[config.mk]
export PLATFORM = sky130hd
export DESIGN_NAME = muldiv_seq_flat
export DESIGN_NICKNAME = d
export VERILOG_FILES = /design/src/rtl/muldiv_pkg.sv /design/src/rtl/muldiv_seq_if.sv /design/src/rtl/md_addsub33.sv /design/src/rtl/muldiv_seq.sv /design/src/flat_wrapper.sv
export SDC_FILE = /design/constraint.sdc
export NUM_CORES = 1
export LEC_CHECK = 0
export ABC_AREA = 1
export CAP_MARGIN = 20
export CORE_ASPECT_RATIO = 1.5
export CORE_MARGIN = 2
export CORE_UTILIZATION = 30
export CTS_BUF_LIST = sky130_fd_sc_hd__clkbuf_2
export DETAILED_ROUTE_END_ITERATION = 16
export PLACE_DENSITY_LB_ADDON = 0.12
export SLEW_MARGIN = 20
export SYNTH_ARGS = -nofsm -noshare
export SYNTH_HDL_FRONTEND = slang
export SYNTH_HIERARCHICAL = 1
export SYNTH_SLANG_ARGS = --single-unit
export TNS_END_PERCENT = 1
[constraint.sdc]
create_clock -name clk -period 5.6 [get_ports clk]
set_input_delay 0.84 -clock clk [delete_from_list [all_inputs] [get_ports clk]]
set_output_delay 0.84 -clock clk [all_outputs]
set_load 0.05 [all_outputs]
[src/rtl/muldiv_pkg.sv]
// Shared types and constants for the RV32M multiply/divide sequencer.
package muldiv_pkg;

  localparam int          MD_XLEN   = 32;
  localparam int          MD_ITER   = 32;
  localparam logic [31:0] DIV0_QUOT = 32'hFFFF_FFFF;
  localparam logic [31:0] INT_MIN   = 32'h8000_0000;

  typedef enum logic [2:0] {
    MD_MUL    = 3'b000,
    MD_MULH   = 3'b001,
    MD_MULHSU = 3'b010,
    MD_MULHU  = 3'b011,
    MD_DIV    = 3'b100,
    MD_DIVU   = 3'b101,
    MD_REM    = 3'b110,
    MD_REMU   = 3'b111
  } muldiv_op_e;

  typedef enum logic [1:0] {
    ST_IDLE,
    ST_CALC,
    ST_FIX,
    ST_DONE
  } md_state_e;

  function automatic logic op_is_div(input muldiv_op_e op);
    return op[2];
  endfunction

  function automatic logic op_signed1(input muldiv_op_e op);
    return op inside {MD_MULH, MD_MULHSU, MD_DIV, MD_REM};
  endfunction

  function automatic logic op_signed2(input muldiv_op_e op);
    return op inside {MD_MULH, MD_DIV, MD_REM};
  endfunction

endpackage

[src/rtl/muldiv_seq_if.sv]
// Request/response bundle between the EX stage and the multiply/divide sequencer.
interface muldiv_seq_if;
  logic        start;
  logic [2:0]  funct3;
  logic [31:0] in1;
  logic [31:0] in2;
  logic        flush;
  logic        busy;
  logic        valid;
  logic [31:0] result;

  modport master (output start, funct3, in1, in2, flush,
                  input  busy, valid, result);
  modport slave  (input  start, funct3, in1, in2, flush,
                  output busy, valid, result);
endinterface

[src/rtl/md_addsub33.sv]
// Combinational 33-bit adder/subtractor shared by multiply accumulate and divide trial.
module md_addsub33 (
  input  logic [32:0] a,
  input  logic [32:0] b,
  input  logic        sub,
  output logic [32:0] sum,
  output logic        cout
);
  logic [33:0] full;

  // On subtract, cout=1 means no borrow, i.e. a >= b.
  assign full = {1'b0, a} + {1'b0, (sub ? ~b : b)} + {33'b0, sub};
  assign sum  = full[32:0];
  assign cout = full[33];
endmodule

[src/rtl/muldiv_seq.sv]
// Multi-cycle RV32M sequencer: 32-step shift-add multiply / restoring divide with
// early-out for divide-by-zero and signed overflow.
module muldiv_seq
  import muldiv_pkg::*;
#(
  parameter int XLEN = MD_XLEN,
  parameter int ITER = MD_ITER
) (
  input logic         clk,
  input logic         rst_n,
  muldiv_seq_if.slave bus
);
  localparam int CW = $clog2(ITER) + 1;

  md_state_e       state, state_nx;
  muldiv_op_e      op_q, op_in;
  logic            s1_q, s2_q;
  logic [XLEN-1:0] hi_q, lo_q, opb_q;
  logic [CW-1:0]   cnt_q;
  logic            busy_q, valid_q;
  logic [XLEN-1:0] result_q;

  logic            neg1, neg2, div_in, div0, ovf, early, accept;
  logic [XLEN-1:0] mag1, mag2, early_res;

  assign op_in  = muldiv_op_e'(bus.funct3);
  assign neg1   = op_signed1(op_in) & bus.in1[XLEN-1];
  assign neg2   = op_signed2(op_in) & bus.in2[XLEN-1];
  assign mag1   = neg1 ? -bus.in1 : bus.in1;
  assign mag2   = neg2 ? -bus.in2 : bus.in2;
  assign div_in = op_is_div(op_in);
  assign div0   = div_in && (bus.in2 == '0);
  assign ovf    = (op_in inside {MD_DIV, MD_REM}) && (bus.in1 == INT_MIN) && (bus.in2 == '1);
  assign early  = div0 || ovf;
  assign accept = (state inside {ST_IDLE, ST_DONE}) && bus.start && !bus.flush;

  always_comb begin
    early_res = '0;
    if (div0)                 early_res = (op_in inside {MD_DIV, MD_DIVU}) ? DIV0_QUOT : bus.in1;
    else if (op_in == MD_DIV) early_res = INT_MIN;
  end

  // NOTE: every always_comb output gets a default first so no path can infer a latch.
  always_comb begin
    state_nx = state;
    if (bus.flush) begin
      state_nx = ST_IDLE;
    end else begin
      case (state)
        ST_IDLE, ST_DONE: begin
          if (bus.start) state_nx = early ? ST_DONE : ST_CALC;
          else           state_nx = ST_IDLE;
        end
        ST_CALC: if (cnt_q == CW'(ITER - 1)) state_nx = ST_FIX;
        ST_FIX:  state_nx = ST_DONE;
        default: state_nx = ST_IDLE;
      endcase
    end
  end

  // Multiply keeps {hi, lo} = {acc, multiplier}; divide keeps {hi, lo} = {remainder, dividend/quotient}.
  logic            is_div_q, cout;
  logic [XLEN:0]   add_a, add_b, sum;

  assign is_div_q = op_is_div(op_q);
  assign add_a    = is_div_q ? {hi_q, lo_q[XLEN-1]} : {1'b0, hi_q};
  assign add_b    = (is_div_q || lo_q[0]) ? {1'b0, opb_q} : '0;

  md_addsub33 u_addsub (
    .a   (add_a),
    .b   (add_b),
    .sub (is_div_q),
    .sum (sum),
    .cout(cout)
  );

  logic [2*XLEN-1:0] prod_fix;
  logic [XLEN-1:0]   quot_fix, rem_fix, fix_res;

  assign prod_fix = (s1_q ^ s2_q) ? -{hi_q, lo_q} : {hi_q, lo_q};
  assign quot_fix = (s1_q ^ s2_q) ? -lo_q : lo_q;
  assign rem_fix  = s1_q ? -hi_q : hi_q;

  always_comb begin
    fix_res = '0;
    case (op_q)
      MD_MUL:                       fix_res = prod_fix[XLEN-1:0];
      MD_MULH, MD_MULHSU, MD_MULHU: fix_res = prod_fix[2*XLEN-1:XLEN];
      MD_DIV, MD_DIVU:              fix_res = quot_fix;
      default:                      fix_res = rem_fix;
    endcase
  end

  // NOTE: sequential state uses non-blocking assignments so every register sees pre-edge values.
  always_ff @(posedge clk or negedge rst_n) begin
    if (!rst_n) state <= ST_IDLE;
    else        state <= state_nx;
  end

  always_ff @(posedge clk or negedge rst_n) begin
    if (!rst_n) begin
      op_q     <= MD_MUL;
      s1_q     <= 1'b0;
      s2_q     <= 1'b0;
      hi_q     <= '0;
      lo_q     <= '0;
      opb_q    <= '0;
      cnt_q    <= '0;
      busy_q   <= 1'b0;
      valid_q  <= 1'b0;
      result_q <= '0;
    end else begin
      busy_q  <= state_nx inside {ST_CALC, ST_FIX};
      valid_q <= (state_nx == ST_DONE);
      if (accept) begin
        op_q  <= op_in;
        s1_q  <= neg1;
        s2_q  <= neg2;
        hi_q  <= '0;
        cnt_q <= '0;
        lo_q  <= div_in ? mag1 : mag2;
        opb_q <= div_in ? mag2 : mag1;
        if (early) result_q <= early_res;
      end else if (state == ST_CALC && !bus.flush) begin
        cnt_q <= cnt_q + CW'(1);
        if (is_div_q) begin
          hi_q <= cout ? sum[XLEN-1:0] : add_a[XLEN-1:0];
          lo_q <= {lo_q[XLEN-2:0], cout};
        end else begin
          hi_q <= sum[XLEN:1];
          lo_q <= {sum[0], lo_q[XLEN-1:1]};
        end
      end else if (state == ST_FIX && !bus.flush) begin
        result_q <= fix_res;
      end
    end
  end

  assign bus.busy   = busy_q;
  assign bus.valid  = valid_q;
  assign bus.result = result_q;

endmodule

[src/flat_wrapper.sv]
// flat-port wrapper written by rule: the top's interface ports become plain ports
module muldiv_seq_flat import muldiv_pkg::*;
#(
  parameter int XLEN = MD_XLEN,
  parameter int ITER = MD_ITER
)
  (clk, rst_n, bus_start, bus_funct3, bus_in1, bus_in2, bus_flush, bus_busy, bus_valid, bus_result);
  muldiv_seq_if bus_i ();
  input logic clk;
  input logic rst_n;
  input wire logic [$bits(bus_i.start)-1:0] bus_start;
  input wire logic [$bits(bus_i.funct3)-1:0] bus_funct3;
  input wire logic [$bits(bus_i.in1)-1:0] bus_in1;
  input wire logic [$bits(bus_i.in2)-1:0] bus_in2;
  input wire logic [$bits(bus_i.flush)-1:0] bus_flush;
  output wire logic [$bits(bus_i.busy)-1:0] bus_busy;
  output wire logic [$bits(bus_i.valid)-1:0] bus_valid;
  output wire logic [$bits(bus_i.result)-1:0] bus_result;
  assign bus_i.start = bus_start;
  assign bus_i.funct3 = bus_funct3;
  assign bus_i.in1 = bus_in1;
  assign bus_i.in2 = bus_in2;
  assign bus_i.flush = bus_flush;
  assign bus_busy = bus_i.busy;
  assign bus_valid = bus_i.valid;
  assign bus_result = bus_i.result;
  muldiv_seq #(.XLEN(XLEN), .ITER(ITER)) u_core (.clk(clk), .rst_n(rst_n), .bus(bus_i));
endmodule
==> run metrics <==
Area contributors post-synth dfrtp_1 22%, nand2_1 19%, nor2_1 11%; Clk pin slew, worst setup/hold paths 0.29 ns; Synth cell types 50; Hold Vio Cnt, Final 0; outcome complete, no violations; Area Growth Syn to Fin 11.41%; crit-path most repeated cell nor2_1; # fillers 5979; class of the worst hold path input pin to asynchronous set/reset pin; Yosys top cell area share 0.2231; met2 usage 0.5246; CP max stage delay 0.68 ns; antenna violations before repair 2; number of global-route vias before repair 18400; Synth Register Bits 143; Post-synth top cells 805 x nand2_1, 472 x nor2_1, 322 x inv_1, 232 x nand3_1, 181 x o21ai_0; Setup Total Neg Slack 0 ns; count leader, synth nand2_1; total grt overflow 0; Die Wd 192.8 µm; Inserted Clock Buffers 17; P_leak 8.702 nW; first-pass GRT wire length 118000 µm; RSZ-0062 raised after global routing false; Sequential Power Share 0.175; Final Skew 0.06779 ns; GRT busiest layer met2; Yosys warning total 6; CP required 6.35 ns; Post-route DRC 0; cell taking the most area after synthesis dfrtp_1; MaxCap Viol Count 0; fmax 225.0 MHz; final setup violation count 0; routability congestion estimate 0.9703; critical path cell sequence nor2_2 -> buf_4 -> nor2_1 -> xor2_1 -> ha_1 -> inv_1 -> o21ai_0 -> a21oi_1 -> nor2_1 -> nor2_1 -> o21ai_0 -> nor2_1 -> nand2_1 -> nand2_1 -> inv_1 -> buf_4 -> a221oi_1 -> o22ai_1; min cycle time layout 4.445 ns; Worst VDD drop 0.0002293 V; Post-CTS Resized 0; CTS tree done; Final Instance Area 0.01787 mm²; area of the multi-input gates 0.01075 mm²; Slew HR 0.2880; Sw Pwr 8.119 mW; clock root buffer clkbuf_2; asr flop ratio synth 1.000; Synth Flop Type dfrtp_1; Placed Cells 3485; via count 19010; Seq/Total Area, Yosys 0.2231; Final Max Slew Viols 0; 1st-iter DRT viols 1799; syn avg cell area 5.753 µm²; clock network power share 0.049; CP Max Fanout 38; met1 Use GR 0.3210; Int Pwr 4.385 mW; layout cell share with drive strength beyond 1 0.04337; switching share of power 0.6493; Top Ports 105; Comb pwr share 0.776; Die Y 287.2 µm; Post-synth EDFFs 0; post-placement cell area 0.01764 mm²; CTS max path bufs 2; vias per inst 5.403; worst skew pair latency 0.88 ns; pwr/cell area 699.8 mW/mm²; crit path DAT 5.19 ns; Routed Antenna Nets 0; GR Util All Layers 0.2942; Tightest Pin Transition 1.067 ns; startpoint types flip-flop; dpl hpwl 66360 µm; CTS H-Tree Depth 4; CP endpoint kind flip-flop; DIE AREA 0.05537 mm²; final cell count without fillers 3519; Post-Syn Area 0.01604 mm²; CP max stage cell dfrtp_4; Detailed Route WL 81790 µm; register area 0.003582 mm²; drt pass-1 iters 6; Final period util 0.7937; largest net degree at the start of global routing 70; num rows 103; CP Class flip-flop to flip-flop; Avg WL per Cell 23.24 µm; cells after synthesis 2788; Core ar. 0.05271 mm²; syn nets 2901; Port Buf Inserts 104; met3 GRT Util 0.03419; clock sink total 143; final net count 2936; initial core utilization 0.3043
[critical path, delay by kind of cell (launching register included)]
| kind | cells | cell delay (ns) |
|---|---|---|
| simple gates | 7 | 1.19 |
| compound gates | 5 | 1.11 |
| buf+inv | 4 | 0.80 |
| flops | 1 | 0.68 |
| fa+ha+maj | 1 | 0.40 |
| xor+xnor | 1 | 0.16 |
[power by group through the flow]
stage	Combinational [mW]	Sequential, mW	Clock, mW
floorplan	5.98	2.24	0
global placement	9.53	2.21	0
detailed placement	9.50	2.20	0
CTS	9.55	2.18	0.624
global route	10.5	2.22	0.667
finish	9.71	2.19	0.610
[state kept, by name, summed over array words and instances (netlist names)]
| register | count |
|---|---|
| u_core/lo_q | 32 |
| u_core/bus.result | 32 |
| u_core/hi_q | 32 |
| u_core/bus.busy | 1 |
| u_core/s1_q | 1 |
| u_core/state | 2 |
| u_core/cnt_q | 6 |
| u_core/s2_q | 1 |
| u_core/op_q | 3 |
| u_core/bus.valid | 1 |
| u_core/opb_q | 32 |
[kinds of logic (layout without fill, tap and decap cells)]
family,after synthesis,after routing,share of synthesized area
AND/OR/NAND/NOR,1617,1617,0.4177
AO/OA/AOI/OAI,442,442,0.1624
buffers and inverters,442,490,0.1081
flip-flops,143,143,0.2231
XOR/XNOR,101,101,0.05515
adder cells (fa/ha/maj),42,42,0.03323
other,1,2,0.0002338
[metal layers]
layer,vias to the layer above,wire length [µm],part of all wire
li1,9085,-,-
met1,8898,30090,0.37
met2,805,41070,0.50
met3,222,3958,0.048
met4,2,6655,0.081
met5,-,13,0.00016
[cell type report]
class | instances | share of cell area
sequential | 143 | 0.2005
clock inverter | 14 | 0.006932
antenna | 1 | 0.0001400
inverter | 333 | 0.06995
multi-input combinational | 2203 | 0.6017
tap | 682 | 0.04776
clock buffer | 18 | 0.005042
timing repair buffer | 125 | 0.06799
[path summary, 6_finish.rpt]
path	depth (start not counted)	slack, ns	end	startpoint
worst min register to register	2	0.53	u_core/op_q[0]	u_core/op_q[0]
max in group asynchronous	3	3.89	u_core/op_q[2]	rst_n
worst max register to register	18	1.16	u_core/hi_q[0]	u_core/op_q[2]
worst max-delay path	18	1.16	u_core/hi_q[0]	u_core/op_q[2]
min in group clk	2	0.53	u_core/op_q[0]	u_core/op_q[0]
worst min-delay path	2	0.51	u_core/bus.result[28]	rst_n
[through the flow]
stage	hold slack [ns]	utilization	power, mW	setup slack [ns]
floorplan	0.4540	-	8.220	2.077
global placement	0.4771	0.3347	11.74	1.170
detailed placement	0.4758	0.3347	11.70	1.263
CTS	0.4623	0.3390	12.35	1.206
global route	0.4809	0.3390	13.41	0.9110
finish	0.5076	0.3390	12.50	1.155
[repair_timing]
item                                   4_1_cts  5_1_grt
endpoints found under the hold margin       55        0
setup buffers                                0        0
setup endpoints to repair                    0        0
hold buffers                                 1        0
[cell usage in the layout, fill, tap and decap left out, drive strengths merged]
cell / synthesis / layout
nand3b: 4 / 4
nor3b: 3 / 3
inv: 332 / 340
a211oi: 5 / 5
clkinvlp: 0 / 2
dfrtp: 143 / 143
clkbuf: 70 / 18
diode: 0 / 1
o21a: 1 / 1
nor2: 487 / 487
nor3: 25 / 25
ha: 41 / 41
nand2: 817 / 817
o211ai: 33 / 33
a221oi: 32 / 32
fa: 1 / 1
buf: 39 / 21
xnor2: 7 / 7
and2: 4 / 4
a21oi: 116 / 116
dlygate4sd3: 0 / 1
or2: 4 / 4
o22ai: 34 / 34
o21ai: 187 / 187
conb: 1 / 1
o221ai: 8 / 8
a31oi: 8 / 8
a22oi: 8 / 8
nand4: 35 / 35
clkdlybuf4s50: 0 / 103
clkinv: 1 / 5
a21o: 1 / 1
o31ai: 2 / 2
a41oi: 1 / 1
xor2: 94 / 94
o21bai: 5 / 5
a32oi: 1 / 1
nand3: 238 / 238
Note: power is estimated with default switching activity, not from simulation.
